$ cat config.mk
export PLATFORM = sky130hd
export DESIGN_NAME = lsp_select_param
export DESIGN_NICKNAME = d
export VERILOG_FILES = /design/src/rtl/lsp_select_pkg.sv /design/src/rtl/lsp_select_param_wdist.sv /design/src/rtl/lsp_select_param.sv
export SDC_FILE = /design/constraint.sdc
export NUM_CORES = 2
export LEC_CHECK = 0
export ABC_CLOCK_PERIOD_IN_PS = 14990
export CORE_ASPECT_RATIO = 0.8
export CORE_UTILIZATION = 60
export DETAILED_ROUTE_END_ITERATION = 12
export PLACE_DENSITY_LB_ADDON = 0.08
export SYNTH_ARGS = -nofsm -noshare
export SYNTH_HDL_FRONTEND = slang
export SYNTH_SLANG_ARGS = --single-unit
$ cat constraint.sdc
create_clock -name clk -period 14.99 [get_ports clk]
set_clock_uncertainty 0.1 [all_clocks]
set_input_delay 2.998 -clock clk [delete_from_list [all_inputs] [get_ports clk]]
set_output_delay 2.998 -clock clk [all_outputs]
set_load 0.02 [all_outputs]
$ cat src/rtl/lsp_select_pkg.sv
// lsp_select_pkg: shared types, constants and saturation helpers for the
// LSP second-stage weighted-distance codebook search (lsp_select_param).
package lsp_select_pkg;

    typedef enum logic [3:0] {
        S_IDLE,
        S_RES_REQ,
        S_RES_CAP,
        S_WGT_CAP,
        S_CB_INIT,
        S_DIST_REQ,
        S_DIST_MUL,
        S_DIST_MAC,
        S_CMP,
        S_DONE
    } state_e;

    localparam logic signed [31:0] MAX_32 = 32'sh7FFF_FFFF;
    localparam logic signed [31:0] MIN_32 = 32'sh8000_0000;
    localparam logic signed [15:0] MAX_16 = 16'sh7FFF;
    localparam logic signed [15:0] MIN_16 = 16'sh8000;

    // Clamp a 32-bit signed value into the 16-bit signed range.
    function automatic logic signed [15:0] sat16(
        input logic signed [31:0] v
    );
        if (v > 32'sd32767) begin
            return MAX_16;
        end else if (v < -32'sd32768) begin
            return MIN_16;
        end else begin
            return v[15:0];
        end
    endfunction

    // Clamp a 33-bit signed sum into the 32-bit signed range.
    function automatic logic signed [31:0] sat32(
        input logic signed [32:0] v
    );
        if (v[32] != v[31]) begin
            return v[32] ? MIN_32 : MAX_32;
        end else begin
            return v[31:0];
        end
    endfunction

endpackage

$ cat src/rtl/lsp_select_param_wdist.sv
// lsp_wdist_unit: combinational G.729 arithmetic for the distance search.
// Ports: res_i/cb2_i -> d_o = sub(res_i, cb2_i); w_i -> t_o = mult(w_i, d_o);
//        acc_i, mac_t_i, mac_d_i -> new_acc_o = L_mac(acc_i, mac_t_i, mac_d_i).
module lsp_wdist_unit
    import lsp_select_pkg::*;
(
    input  logic signed [15:0] res_i,
    input  logic signed [15:0] cb2_i,
    input  logic signed [15:0] w_i,
    input  logic signed [31:0] acc_i,
    input  logic signed [15:0] mac_t_i,
    input  logic signed [15:0] mac_d_i,
    output logic signed [15:0] d_o,
    output logic signed [15:0] t_o,
    output logic signed [31:0] new_acc_o
);

    logic signed [31:0] diff;
    logic signed [31:0] prod;
    logic signed [31:0] mac_p;
    logic signed [31:0] mac_l;

    always_comb begin
        diff = $signed({{16{res_i[15]}}, res_i})
             - $signed({{16{cb2_i[15]}}, cb2_i});
        d_o  = sat16(diff);

        prod = $signed({{16{w_i[15]}}, w_i})
             * $signed({{16{d_o[15]}}, d_o});
        // Only 0x8000*0x8000 overflows after the shift.
        t_o  = sat16(prod >>> 15);

        mac_p = $signed({{16{mac_t_i[15]}}, mac_t_i})
              * $signed({{16{mac_d_i[15]}}, mac_d_i});
        // Doubling 0x40000000 is the single L_mult overflow case.
        if (mac_p == 32'sh4000_0000) begin
            mac_l = MAX_32;
        end else begin
            mac_l = mac_p <<< 1;
        end
        new_acc_o = sat32($signed({acc_i[31], acc_i})
                        + $signed({mac_l[31], mac_l}));
    end

endmodule

$ cat src/rtl/lsp_select_param.sv
// lsp_select_param: forms the residual target - cb1 over one half of the
// LSP vector, then searches NCB cb2 rows for the minimum weighted squared
// error. Ports: start/mode/lspcb1Addr request; memReadAddr/memIn and
// constMemAddr/constMemIn one-cycle-latency reads; busy, done pulse,
// index/minDist result (held until next start).
// Option: define LSP_SEL_EARLY_EXIT_EN to abandon a row as soon as its
// partial distance can no longer beat the current minimum.
module lsp_select_param
    import lsp_select_pkg::*;
#(
    parameter int          M         = 10,
    parameter int          SPLIT     = 5,
    parameter int          NCB       = 32,
    parameter logic [11:0] RBUF_BASE = 12'h000,
    parameter logic [11:0] WEGT_BASE = 12'h010,
    parameter logic [11:0] CB2_BASE  = 12'h000
) (
    input  logic                     clk,
    input  logic                     reset,
    input  logic                     start,
    input  logic                     mode,
    input  logic [11:0]              lspcb1Addr,
    output logic [11:0]              memReadAddr,
    input  logic [31:0]              memIn,
    output logic [11:0]              constMemAddr,
    input  logic [31:0]              constMemIn,
    output logic                     busy,
    output logic                     done,
    output logic [$clog2(NCB)-1:0]   index,
    output logic [31:0]              minDist
);

    localparam int JW = (M > 1) ? $clog2(M) : 1;
    localparam int KW = $clog2(NCB);

    localparam logic [JW-1:0] LO1   = JW'(SPLIT);
    localparam logic [JW-1:0] LAST0 = JW'(SPLIT - 1);
    localparam logic [JW-1:0] LAST1 = JW'(M - 1);
    localparam logic [KW-1:0] KLAST = KW'(NCB - 1);

    state_e             state_q, state_d;
    logic [JW-1:0]      j_q, j_d;
    logic [KW-1:0]      k_q, k_d;
    logic               mode_q, mode_d;
    logic [11:0]        cb1_q, cb1_d;
    logic signed [15:0] buf_q [M];
    logic signed [15:0] buf_d [M];
    logic signed [15:0] w_q [M];
    logic signed [15:0] w_d [M];
    logic signed [15:0] d_q, d_d;
    logic signed [15:0] t_q, t_d;
    logic signed [31:0] dist_q, dist_d;
    logic signed [31:0] min_q, min_d;
    logic [KW-1:0]      idx_q, idx_d;

    logic [JW-1:0]      j_last;
    logic               j_at_last;
    logic signed [15:0] u_res;
    logic signed [15:0] u_cb;
    logic signed [15:0] u_w;
    logic signed [15:0] u_d;
    logic signed [15:0] u_t;
    logic signed [31:0] u_acc;
    logic [11:0]        cb2_addr;
    logic               unused_hi;

    assign unused_hi = ^{memIn[31:16], constMemIn[31:16]};

    always_comb begin
        j_last    = mode_q ? LAST1 : LAST0;
        j_at_last = (j_q == j_last);
        cb2_addr  = CB2_BASE
                  + 12'(int'(k_q) * M + int'(j_q));
        // RES_CAP subtracts cb1 from rbuf; DIST_MUL uses the stored residual.
        u_res = (state_q == S_RES_CAP)
              ? $signed(memIn[15:0]) : buf_q[j_q];
        u_cb  = $signed(constMemIn[15:0]);
        u_w   = w_q[j_q];
    end

    lsp_wdist_unit u_wdist (
        .res_i     (u_res),
        .cb2_i     (u_cb),
        .w_i       (u_w),
        .acc_i     (dist_q),
        .mac_t_i   (t_q),
        .mac_d_i   (d_q),
        .d_o       (u_d),
        .t_o       (u_t),
        .new_acc_o (u_acc)
    );

    always_ff @(posedge clk) begin
        if (reset) begin
            state_q <= S_IDLE;
            j_q     <= '0;
            k_q     <= '0;
            mode_q  <= 1'b0;
            cb1_q   <= '0;
            d_q     <= '0;
            t_q     <= '0;
            dist_q  <= '0;
            min_q   <= MAX_32;
            idx_q   <= '0;
            for (int i = 0; i < M; i++) begin
                buf_q[i] <= '0;
                w_q[i]   <= '0;
            end
        end else begin
            state_q <= state_d;
            j_q     <= j_d;
            k_q     <= k_d;
            mode_q  <= mode_d;
            cb1_q   <= cb1_d;
            d_q     <= d_d;
            t_q     <= t_d;
            dist_q  <= dist_d;
            min_q   <= min_d;
            idx_q   <= idx_d;
            for (int i = 0; i < M; i++) begin
                buf_q[i] <= buf_d[i];
                w_q[i]   <= w_d[i];
            end
        end
    end

    always_comb begin
        state_d = state_q;
        unique case (state_q)
            S_IDLE: begin
                if (start) begin
                    state_d = S_RES_REQ;
                end
            end
            S_RES_REQ:  state_d = S_RES_CAP;
            S_RES_CAP:  state_d = S_WGT_CAP;
            S_WGT_CAP: begin
                state_d = j_at_last ? S_CB_INIT : S_RES_REQ;
            end
            S_CB_INIT:  state_d = S_DIST_REQ;
            S_DIST_REQ: state_d = S_DIST_MUL;
            S_DIST_MUL: state_d = S_DIST_MAC;
            S_DIST_MAC: begin
                if (j_at_last) begin
                    state_d = S_CMP;
`ifdef LSP_SEL_EARLY_EXIT_EN
                // Terms are non-negative, so this row can no longer win.
                end else if (u_acc >= min_q) begin
                    state_d = S_CMP;
`endif
                end else begin
                    state_d = S_DIST_REQ;
                end
            end
            S_CMP: begin
                state_d = (k_q == KLAST) ? S_DONE : S_CB_INIT;
            end
            S_DONE:     state_d = S_IDLE;
            default:    state_d = S_IDLE;
        endcase
    end

    always_comb begin
        j_d    = j_q;
        k_d    = k_q;
        mode_d = mode_q;
        cb1_d  = cb1_q;
        d_d    = d_q;
        t_d    = t_q;
        dist_d = dist_q;
        min_d  = min_q;
        idx_d  = idx_q;
        for (int i = 0; i < M; i++) begin
            buf_d[i] = buf_q[i];
            w_d[i]   = w_q[i];
        end
        unique case (state_q)
            S_IDLE: begin
                if (start) begin
                    mode_d = mode;
                    cb1_d  = lspcb1Addr;
                    j_d    = mode ? LO1 : '0;
                    k_d    = '0;
                    min_d  = MAX_32;
                    idx_d  = '0;
                end
            end
            S_RES_CAP: begin
                buf_d[j_q] = u_d;
            end
            S_WGT_CAP: begin
                w_d[j_q] = $signed(memIn[15:0]);
                if (!j_at_last) begin
                    j_d = j_q + JW'(1);
                end
            end
            S_CB_INIT: begin
                dist_d = '0;
                j_d    = mode_q ? LO1 : '0;
            end
            S_DIST_MUL: begin
                d_d = u_d;
                t_d = u_t;
            end
            S_DIST_MAC: begin
                dist_d = u_acc;
                if (!j_at_last) begin
                    j_d = j_q + JW'(1);
                end
            end
            S_CMP: begin
                // Strict compare keeps the earliest row on ties.
                if (dist_q < min_q) begin
                    min_d = dist_q;
                    idx_d = k_q;
                end
                if (k_q != KLAST) begin
                    k_d = k_q + KW'(1);
                end
            end
            default: begin
            end
        endcase
    end

    always_comb begin
        busy         = 1'b1;
        done         = 1'b0;
        memReadAddr  = '0;
        constMemAddr = '0;
        unique case (state_q)
            S_IDLE: begin
                busy = 1'b0;
            end
            S_RES_REQ: begin
                memReadAddr  = RBUF_BASE + 12'(j_q);
                constMemAddr = cb1_q + 12'(j_q);
            end
            S_RES_CAP: begin
                memReadAddr = WEGT_BASE + 12'(j_q);
            end
            S_DIST_REQ: begin
                constMemAddr = cb2_addr;
            end
            S_DONE: begin
                busy = 1'b0;
                done = 1'b1;
            end
            default: begin
            end
        endcase
    end

    assign index   = idx_q;
    assign minDist = min_q;

endmodule

# After elaboration in Yosys (flattened, before gate mapping)
# Memories as Yosys holds them, arrays and structs flattened. A register that Yosys moved wholly into a read port is not among the register bits.
# Cells that the tools add are included.
[word_totals]
reg_bits = 127
ram_bits = 320
out_inout_bits = 63
elab_cells = 144
mem_count = 2
[classes]
addsub = 7
multipliers = 3
n_lt_le_gt_ge = 7
n_eq_ne = 18
mux = 65
bitwise = 21
reduce_logical = 11
[mem_list]
columns = ["memory", "depth", "word_bits", "read_ports", "rd_ports_with_merged_regs", "write_ports", "line", "rtl"]
rows = [
  ["buf_q", 10, 16, 11, 1, 10, "lsp_select_param.sv:46", "logic signed [15:0] buf_q [M];"],
  ["w_q", 10, 16, 11, 1, 10, "lsp_select_param.sv:48", "logic signed [15:0] w_q [M];"],
]
[ops]
columns = ["op", "n"]
rows = [
  ["2-to-1 mux 16 bit", 26],
  ["bitwise mux 160 bit", 2],
  ["2-to-1 mux 160 bit", 2],
  ["2-to-1 mux 32 bit", 5],
  ["one-hot mux 32 bit (2 select lines)", 2],
  ["demux 16 bit (select 4 bit)", 1],
  ["multiplier 16 x 16 -> 32 bit", 2],
  ["2-to-1 mux 4 bit", 10],
  ["one-hot mux 4 bit (9 select lines)", 1],
  ["adder 32 x 32 -> 33 bit", 1],
  ["equality test 32 bit, second input constant", 1],
  ["> comparator 32 x 16 -> 1 bit, second input constant", 1],
  ["< comparator 32 x 16 -> 1 bit, second input constant", 1],
  ["< comparator 32 bit", 1],
  ["one-hot mux 12 bit (2 select lines)", 1],
  ["bitwise OR 1 bit", 20],
  ["one-hot mux 5 bit (2 select lines)", 2],
  ["> comparator 17 x 16 -> 1 bit, second input constant", 1],
  ["< comparator 17 x 16 -> 1 bit, second input constant", 1],
  ["subtractor 16 x 16 -> 17 bit", 1],
  ["equality test 4 x 3 -> 1 bit, second input constant", 4],
  ["2-to-1 mux 5 bit", 3],
  ["adder 12 x 4 -> 12 bit", 1],
  ["one-hot mux 4 bit (3 select lines)", 1],
  ["other kinds (26)", 41],
]

# Longest topological paths before layout
[logic_depth]
depth_word = 10
ltp_mapped = 52
depth_no_buf = 44

# Cells and area by module
# From an unflattened synthesis, not the netlist that was laid out.
[hier_totals]
hier_cells = 5072
area_unflattened_um2 = 43312.8
[by_module_without_submodules]
columns = ["module", "instances", "cells_per_inst", "area_per_inst_um2", "seq_area_each_um2"]
rows = [
  ["lsp_wdist_unit", 1, 2634, 22739.3, 0.0],
  ["lsp_select_param", 1, 2438, 20573.5, 9028.7],
]

# Worst setup path after synthesis
# OpenSTA, ideal clock, no wires.
[synth_path]
kind = "input port to flip-flop"
start = "input port memIn[0]"
end = "register t_q[13]"
setup_ns = 0.133
t_arrival_ns = 11.854
t_required_ns = 14.757
setup_slack_ns = 2.903
stages = 43
path_buffers = 6
cell_sequence = "clkbuf_1 -> a21oi_1 -> ha_1 -> fa_1 -> nand2b_1 -> a21oi_1 -> o21ai_0 -> a21boi_1 -> o21ai_0 -> o21ai_0 -> and2_1 -> clkbuf_1 -> o21a_1 -> clkbuf_1 -> clkbuf_1 -> nand2_1 -> fa_1 -> inv_1 -> [7 not listed] -> fa_1 -> inv_1 -> ha_1 -> clkbuf_1 -> a21o_1 -> a21o_1 -> a21o_1 -> a31o_2 -> a21oi_1 -> or3_1 -> nor2_1 -> a211oi_1 -> o41ai_2 -> xnor2_1 -> clkbuf_1 -> a21oi_1 -> o31ai_1 -> a31oi_1"
[synth_between]
elab_chain_len = 9
word_cells_on_any_way = 11
classes_between = "add/sub (1); mul (1); order compare (4); mux (5)"
[synth_rtl]
columns = ["element", "line", "rtl"]
rows = [
  ["start: declaration", "lsp_select_param.sv:24", "input logic [31:0] memIn,"],
  ["2-to-1 mux 16 bit *", "lsp_select_param.sv:76", "? $signed(memIn[15:0]) : buf_q[j_q];"],
  ["subtractor 16 x 16 -> 17 bit *", "lsp_select_param_wdist.sv:25", "- $signed({{16{cb2_i[15]}}, cb2_i});"],
  ["< comparator 32 x 16 -> 1 bit", "lsp_select_pkg.sv:29", "end else if (v < -32'sd32768) begin"],
  ["2-to-1 mux 16 bit", "lsp_select_pkg.sv:29", ""],
  ["2-to-1 mux 16 bit *", "lsp_select_pkg.sv:27", "if (v > 32'sd32767) begin"],
  ["multiplier 16 x 16 -> 32 bit *", "lsp_select_param_wdist.sv:29", "* $signed({{16{d_o[15]}}, d_o});"],
  ["< comparator 17 x 16 -> 1 bit", "lsp_select_pkg.sv:29", ""],
  ["2-to-1 mux 16 bit", "lsp_select_pkg.sv:29", ""],
  ["2-to-1 mux 16 bit *", "lsp_select_pkg.sv:27", ""],
  ["end signal: assignment", "lsp_select_param.sv:116", "t_q <= t_d;"],
  ["end: declaration", "lsp_select_param.sv:51", "logic signed [15:0] t_q, t_d;"],
]
# Mark *: on every way between the ends. The rest lies on a longest branch, timed or not.
# A chain may end at the register's enable or synchronous reset.

# Final worst setup path
[layout_path]
start = "input port memIn[8]"
end = "register t_q[1]"
# The elaborated chain is that of the path after synthesis.

==> report_table.html <==
<table>
<tr><th>Metric</th><th>Value</th></tr>
<tr><th colspan="2">Status</th></tr>
<tr><td>Run status</td><td>complete, no violations</td></tr>
<tr><th colspan="2">Final layout</th></tr>
<tr><td>Fraction of layout instances using a drive strength above 1</td><td>5.616%</td></tr>
<tr><td>Area added between synthesis and finish</td><td>7.609%</td></tr>
<tr><td>Count of placed standard cells in the final layout, fillers left out</td><td>5,910</td></tr>
<tr><td>Area taken by multi-input logic gates</td><td>29,840 sq um</td></tr>
<tr><td>Final-layout fill cell count</td><td>5,882</td></tr>
<tr><td>Post-layout net count</td><td>5,821</td></tr>
<tr><td>Antenna diode count</td><td>0</td></tr>
<tr><td>FF+latch area</td><td>9039 sq um</td></tr>
<tr><th colspan="2">STA</th></tr>
<tr><td>Final Max Slew Viols</td><td>0</td></tr>
<tr><td>RSZ-0062 raised after global routing</td><td>false</td></tr>
<tr><td>Peak clock frequency supported by timing</td><td>75.39 MHz</td></tr>
<tr><td>Number of hold violations in the final report</td><td>0</td></tr>
<tr><td>Pin slew with the least headroom to its limit</td><td>1.283 ns</td></tr>
<tr><td>Total negative slack</td><td>0 ns</td></tr>
<tr><td>Relative slew slack</td><td>13.78%</td></tr>
<tr><td>Clock period minus final worst setup slack</td><td>13.26 ns</td></tr>
<tr><td>Period Utilization, post-route</td><td>88.48%</td></tr>
<tr><td>Final number of setup-violating endpoints</td><td>0</td></tr>
<tr><th colspan="2">Synthesis</th></tr>
<tr><td>Number of flip-flops and latches in the synthesized netlist</td><td>451</td></tr>
<tr><td>Post-synthesis simple-gate area fraction</td><td>17.06%</td></tr>
<tr><td>Most instantiated cells after synthesis</td><td>sky130_fd_sc_hd__nand2_1 (911), sky130_fd_sc_hd__inv_1 (652), sky130_fd_sc_hd__fa_1 (528), sky130_fd_sc_hd__dfxtp_1 (451), sky130_fd_sc_hd__a21oi_1 (419)</td></tr>
<tr><td>Main combinational cell family by area after synthesis</td><td>adder cells</td></tr>
<tr><td>Count leader, synth</td><td>sky130_fd_sc_hd__nand2_1</td></tr>
<tr><td>Top FF cell, synth</td><td>sky130_fd_sc_hd__dfxtp_1</td></tr>
<tr><td>Post-Synth XOR/XNOR Area</td><td>2.396%</td></tr>
<tr><td>Biggest area consumer among synthesized cells</td><td>sky130_fd_sc_hd__fa_1</td></tr>
<tr><td>Post-synth ARST share</td><td>0%</td></tr>
<tr><td>Sequential share of the synthesized area</td><td>21.29%</td></tr>
<tr><td>Fraction of the mapped netlist area in adder cells</td><td>32.94%</td></tr>
<tr><td>Fraction of synthesized area in multiplexers</td><td>5.013%</td></tr>
<tr><td>Number of instances in the synthesized netlist</td><td>5,030</td></tr>
<tr><td>Largest cells by area after synthesis</td><td>sky130_fd_sc_hd__fa_1 (25%), sky130_fd_sc_hd__dfxtp_1 (21%), sky130_fd_sc_hd__nand2_1 (8.1%)</td></tr>
<tr><td>Number of warnings reported in the yosys synthesis log</td><td>0</td></tr>
<tr><td>Per-instance average area after synthesis</td><td>8.431 sq um</td></tr>
<tr><td>Area share of the largest cell type after synthesis</td><td>24.92%</td></tr>
<tr><td>Unique cell type count in the Yosys netlist</td><td>85</td></tr>
<tr><td>Post-synth EDFFs</td><td>0</td></tr>
<tr><td>Netlist area before placement</td><td>42,410 sq um</td></tr>
<tr><td>Compound-cell area share of the yosys netlist</td><td>12.71%</td></tr>
<tr><th colspan="2">Worst setup path</th></tr>
<tr><td>Start-to-end type of the worst setup path</td><td>in2reg</td></tr>
<tr><td>Reg2Reg Capture Point</td><td>dist_q[23]</td></tr>
<tr><td>CP most frequent cell</td><td>sky130_fd_sc_hd__fa_1</td></tr>
<tr><td>Largest delay share family, worst path</td><td>adder cells</td></tr>
<tr><td>Kind of end point of the critical path</td><td>register</td></tr>
<tr><td>Critical Path Start</td><td>memIn[8]</td></tr>
<tr><td>Depth of the most critical reg-to-reg path</td><td>41</td></tr>
<tr><td>Required time worst endpoint</td><td>15.41 ns</td></tr>
<tr><td>Number of buffer and inverter instances along the worst setup path</td><td>6</td></tr>
<tr><td>Delay of the slowest cell on the worst path</td><td>0.88 ns</td></tr>
<tr><td>Minimum setup slack among reg-to-reg paths</td><td>2.11 ns</td></tr>
<tr><td>Startpoint of the most critical register-to-register path</td><td>d_q[2]</td></tr>
<tr><td>Critical path fanouts, max</td><td>20</td></tr>
<tr><td>Crit start category</td><td>primary input</td></tr>
<tr><td>Worst EP arrival</td><td>13.69 ns</td></tr>
<tr><td>Cell count along the critical path</td><td>37</td></tr>
<tr><td>Slowest library cell on the worst path</td><td>sky130_fd_sc_hd__clkdlybuf4s50_1</td></tr>
<tr><th colspan="2">Floorplan</th></tr>
<tr><td>Total Die Area</td><td>71,750 sq um</td></tr>
<tr><td>Initial Util</td><td>61.10%</td></tr>
<tr><td>Die boundary width</td><td>299.2 um</td></tr>
<tr><td>Height of the die</td><td>239.8 um</td></tr>
<tr><td>Row count</td><td>86</td></tr>
<tr><td>Placeable core region</td><td>69,400 sq um</td></tr>
<tr><td>Total I/O pin count</td><td>143</td></tr>
<tr><th colspan="2">Clock network</th></tr>
<tr><td>CTS Buf Count</td><td>48</td></tr>
<tr><td>Longest Clk Path Bufs</td><td>3</td></tr>
<tr><td>Post-CTS Setup Inserts</td><td>0</td></tr>
<tr><td>Clock Sink Count</td><td>451</td></tr>
<tr><td>Gates resized, CTS repair</td><td>0</td></tr>
<tr><td>Clock transition time at the flip-flop clock pins of the worst setup and hold paths</td><td>0.07 ns</td></tr>
<tr><td>Clk Tree Root Cell</td><td>sky130_fd_sc_hd__clkbuf_16</td></tr>
<tr><td>Later-pin clock latency in the skew report</td><td>0.64 ns</td></tr>
<tr><td>TritonCTS clock tree</td><td>done</td></tr>
<tr><td>Hold-fix buffers, CTS</td><td>0</td></tr>
<tr><td>H-tree depth reported by CTS</td><td>2</td></tr>
<tr><th colspan="2">Worst hold path</th></tr>
<tr><td>Startpoint of the worst hold path</td><td>w_q[7][2]</td></tr>
<tr><td>Worst hold path class</td><td>reg2reg</td></tr>
<tr><td>Cell count of the worst hold path</td><td>2</td></tr>
<tr><td>Endpoint, Worst Hold</td><td>w_q[7][2]</td></tr>
<tr><th colspan="2">Run</th></tr>
<tr><td>Maxcap violations</td><td>0</td></tr>
<tr><th colspan="2">Pwr</th></tr>
<tr><td>Sum of internal, switching and leakage power</td><td>4.543 mW</td></tr>
<tr><td>Clock network power share</td><td>27.5%</td></tr>
<tr><td>Sequential fraction of design power</td><td>27.9%</td></tr>
<tr><td>Internal power consumption</td><td>2.626 mW</td></tr>
<tr><td>Switching component of the power</td><td>1.917 mW</td></tr>
<tr><td>Portion of total power attributed to combinational logic</td><td>44.7%</td></tr>
<tr><td>Ratio of total power to cell area</td><td>99.55 nW/um^2</td></tr>
<tr><td>Static leakage</td><td>19.72 nW</td></tr>
<tr><td>Fraction of power spent switching nets</td><td>42.20%</td></tr>
<tr><td>Worst-case vdd ir drop</td><td>0.0001145 V</td></tr>
<tr><th colspan="2">GRT</th></tr>
<tr><td>Global-route wire length before repair</td><td>181,300 um</td></tr>
<tr><td>Number of antenna violations at the first check in global routing</td><td>4</td></tr>
<tr><td>Global-route usage over all layers</td><td>31.96%</td></tr>
<tr><td>Overflow after GRT</td><td>0</td></tr>
<tr><td>Maximum number of pins on one net before global-route repair</td><td>100</td></tr>
<tr><td>Vias in the first global route</td><td>33,471</td></tr>
<tr><th colspan="2">Routing</th></tr>
<tr><td>Number of optimization iterations in the first detailed-route pass</td><td>6</td></tr>
<tr><td>Met1 wire length</td><td>50,980 um</td></tr>
<tr><td>Detail Route Antenna Nets</td><td>0</td></tr>
<tr><td>Total via count in the routed design</td><td>34,173</td></tr>
<tr><td>Total length of routed met2 wires</td><td>47,820 um</td></tr>
<tr><td>DR iter-0 viols</td><td>2,996</td></tr>
<tr><td>DR DRC count</td><td>0</td></tr>
<tr><td>Met3 wire length</td><td>9872 um</td></tr>
<tr><td>Final Routed Wirelength</td><td>111,000 um</td></tr>
<tr><td>Avg Vias per Cell</td><td>5.782</td></tr>
<tr><td>Wirelength per Cell</td><td>18.78 um</td></tr>
<tr><td>Top routing layer used</td><td>met5</td></tr>
<tr><th colspan="2">Placement</th></tr>
<tr><td>Global placement routability congestion</td><td>0.9486</td></tr>
<tr><td>Half-perimeter wire length after placement</td><td>82,710 um</td></tr>
<tr><td>Total instance count after detailed placement</td><td>5,824</td></tr>
<tr><td>Port Buffer Count</td><td>103</td></tr>
</table>
[registers in the layout, indices dropped and copies added, names as in the netlist, 12 cells and up, named ones only]
| signal | count |
|---|---|
| minDist | 32 |
| d_q | 16 |
| w_q | 160 |
| dist_q | 32 |
| cb1_q | 12 |
| buf_q | 160 |
| t_q | 16 |
[final cells by class]
class / count / area share (%)
Sequential cell: 451 / 19.81
Clock inverter: 24 / 0.6717
Timing Repair Buffer: 164 / 3.274
Inverter: 653 / 5.371
Tap cell: 924 / 2.533
Clock buffer: 62 / 2.945
Multi-Input combinational cell: 3632 / 65.40
[logic make-up (layout without fill, tap and decap cells)]
family	after synthesis	after routing
other cells	1	7
flops	451	451
compound gates	890	890
simple gates	1688	1688
mux	129	129
xor+xnor	116	116
buf+inv	953	903
fa+ha+maj	802	802
[tightest hold or removal path, stage by stage (launching register included)]
cell and delay (ns):
sky130_fd_sc_hd__dfxtp_1 0.31, sky130_fd_sc_hd__nand2_1 0.05, sky130_fd_sc_hd__a21oi_1 0.05
[layer usage]
metal	global-route usage [%]	vias up
met4	7.189	2
met1	48.08	16708
li1	-	15986
met2	48.27	1317
met5	0	-
met3	5.034	160
[power groups by stage]
stage	logic [mW]	registers (mW)	clock network, mW
CTS	1.99	1.27	1.27
finish	2.03	1.27	1.25
global route	2.22	1.27	1.31
floorplan	1.39	1.26	0
global placement	1.95	1.29	0
detailed placement	1.98	1.29	0
[layout by cell type, fill, tap and decap left out, types with 27 or more instances in the layout]
cell                              count
sky130_fd_sc_hd__a211oi_1            89
sky130_fd_sc_hd__a21o_1              62
sky130_fd_sc_hd__a21oi_1            414
sky130_fd_sc_hd__a31oi_1             47
sky130_fd_sc_hd__and2_1             121
sky130_fd_sc_hd__buf_4               61
sky130_fd_sc_hd__clkbuf_16           48
sky130_fd_sc_hd__clkdlybuf4s50_1    102
sky130_fd_sc_hd__dfxtp_1            447
sky130_fd_sc_hd__fa_1               528
sky130_fd_sc_hd__ha_1               263
sky130_fd_sc_hd__inv_1              652
sky130_fd_sc_hd__mux2_2              27
sky130_fd_sc_hd__mux2i_1             38
sky130_fd_sc_hd__mux4_2              64
sky130_fd_sc_hd__nand2_1            911
sky130_fd_sc_hd__nand2b_1            79
sky130_fd_sc_hd__nand3_1             29
sky130_fd_sc_hd__nor2_1             389
sky130_fd_sc_hd__nor2b_1             37
sky130_fd_sc_hd__nor3_1              54
sky130_fd_sc_hd__o21a_1              32
sky130_fd_sc_hd__o21ai_0            117
sky130_fd_sc_hd__xnor2_1             77
sky130_fd_sc_hd__xor2_1              39
[through the flow]
step / setup slack (ns) / utilization, % / hold WS (ns) / cell area [sq um]
after floorplan: 2.903 / - / 0.3331 / 42430
after global placement: 1.442 / 63.37 / 0.3380 / 43980
after detailed placement: 1.303 / 63.37 / 0.3433 / 43980
after CTS: 1.927 / 65.75 / 0.3523 / 45640
after global routing: 1.107 / 65.75 / 0.3696 / 45640
final: 1.727 / 65.75 / 0.3527 / 45640
[how the worst max path moves through the flow]
stage               to  slack [ns]
2_1_floorplan  t_q[13]        2.90
3_3_place_gp   t_q[14]        1.44
3_5_place_dp    t_q[1]        1.30
4_1_cts        t_q[11]        1.93
5_1_grt        t_q[13]        1.11
6_report        t_q[1]        1.73
(Power assumes the default switching activity.)
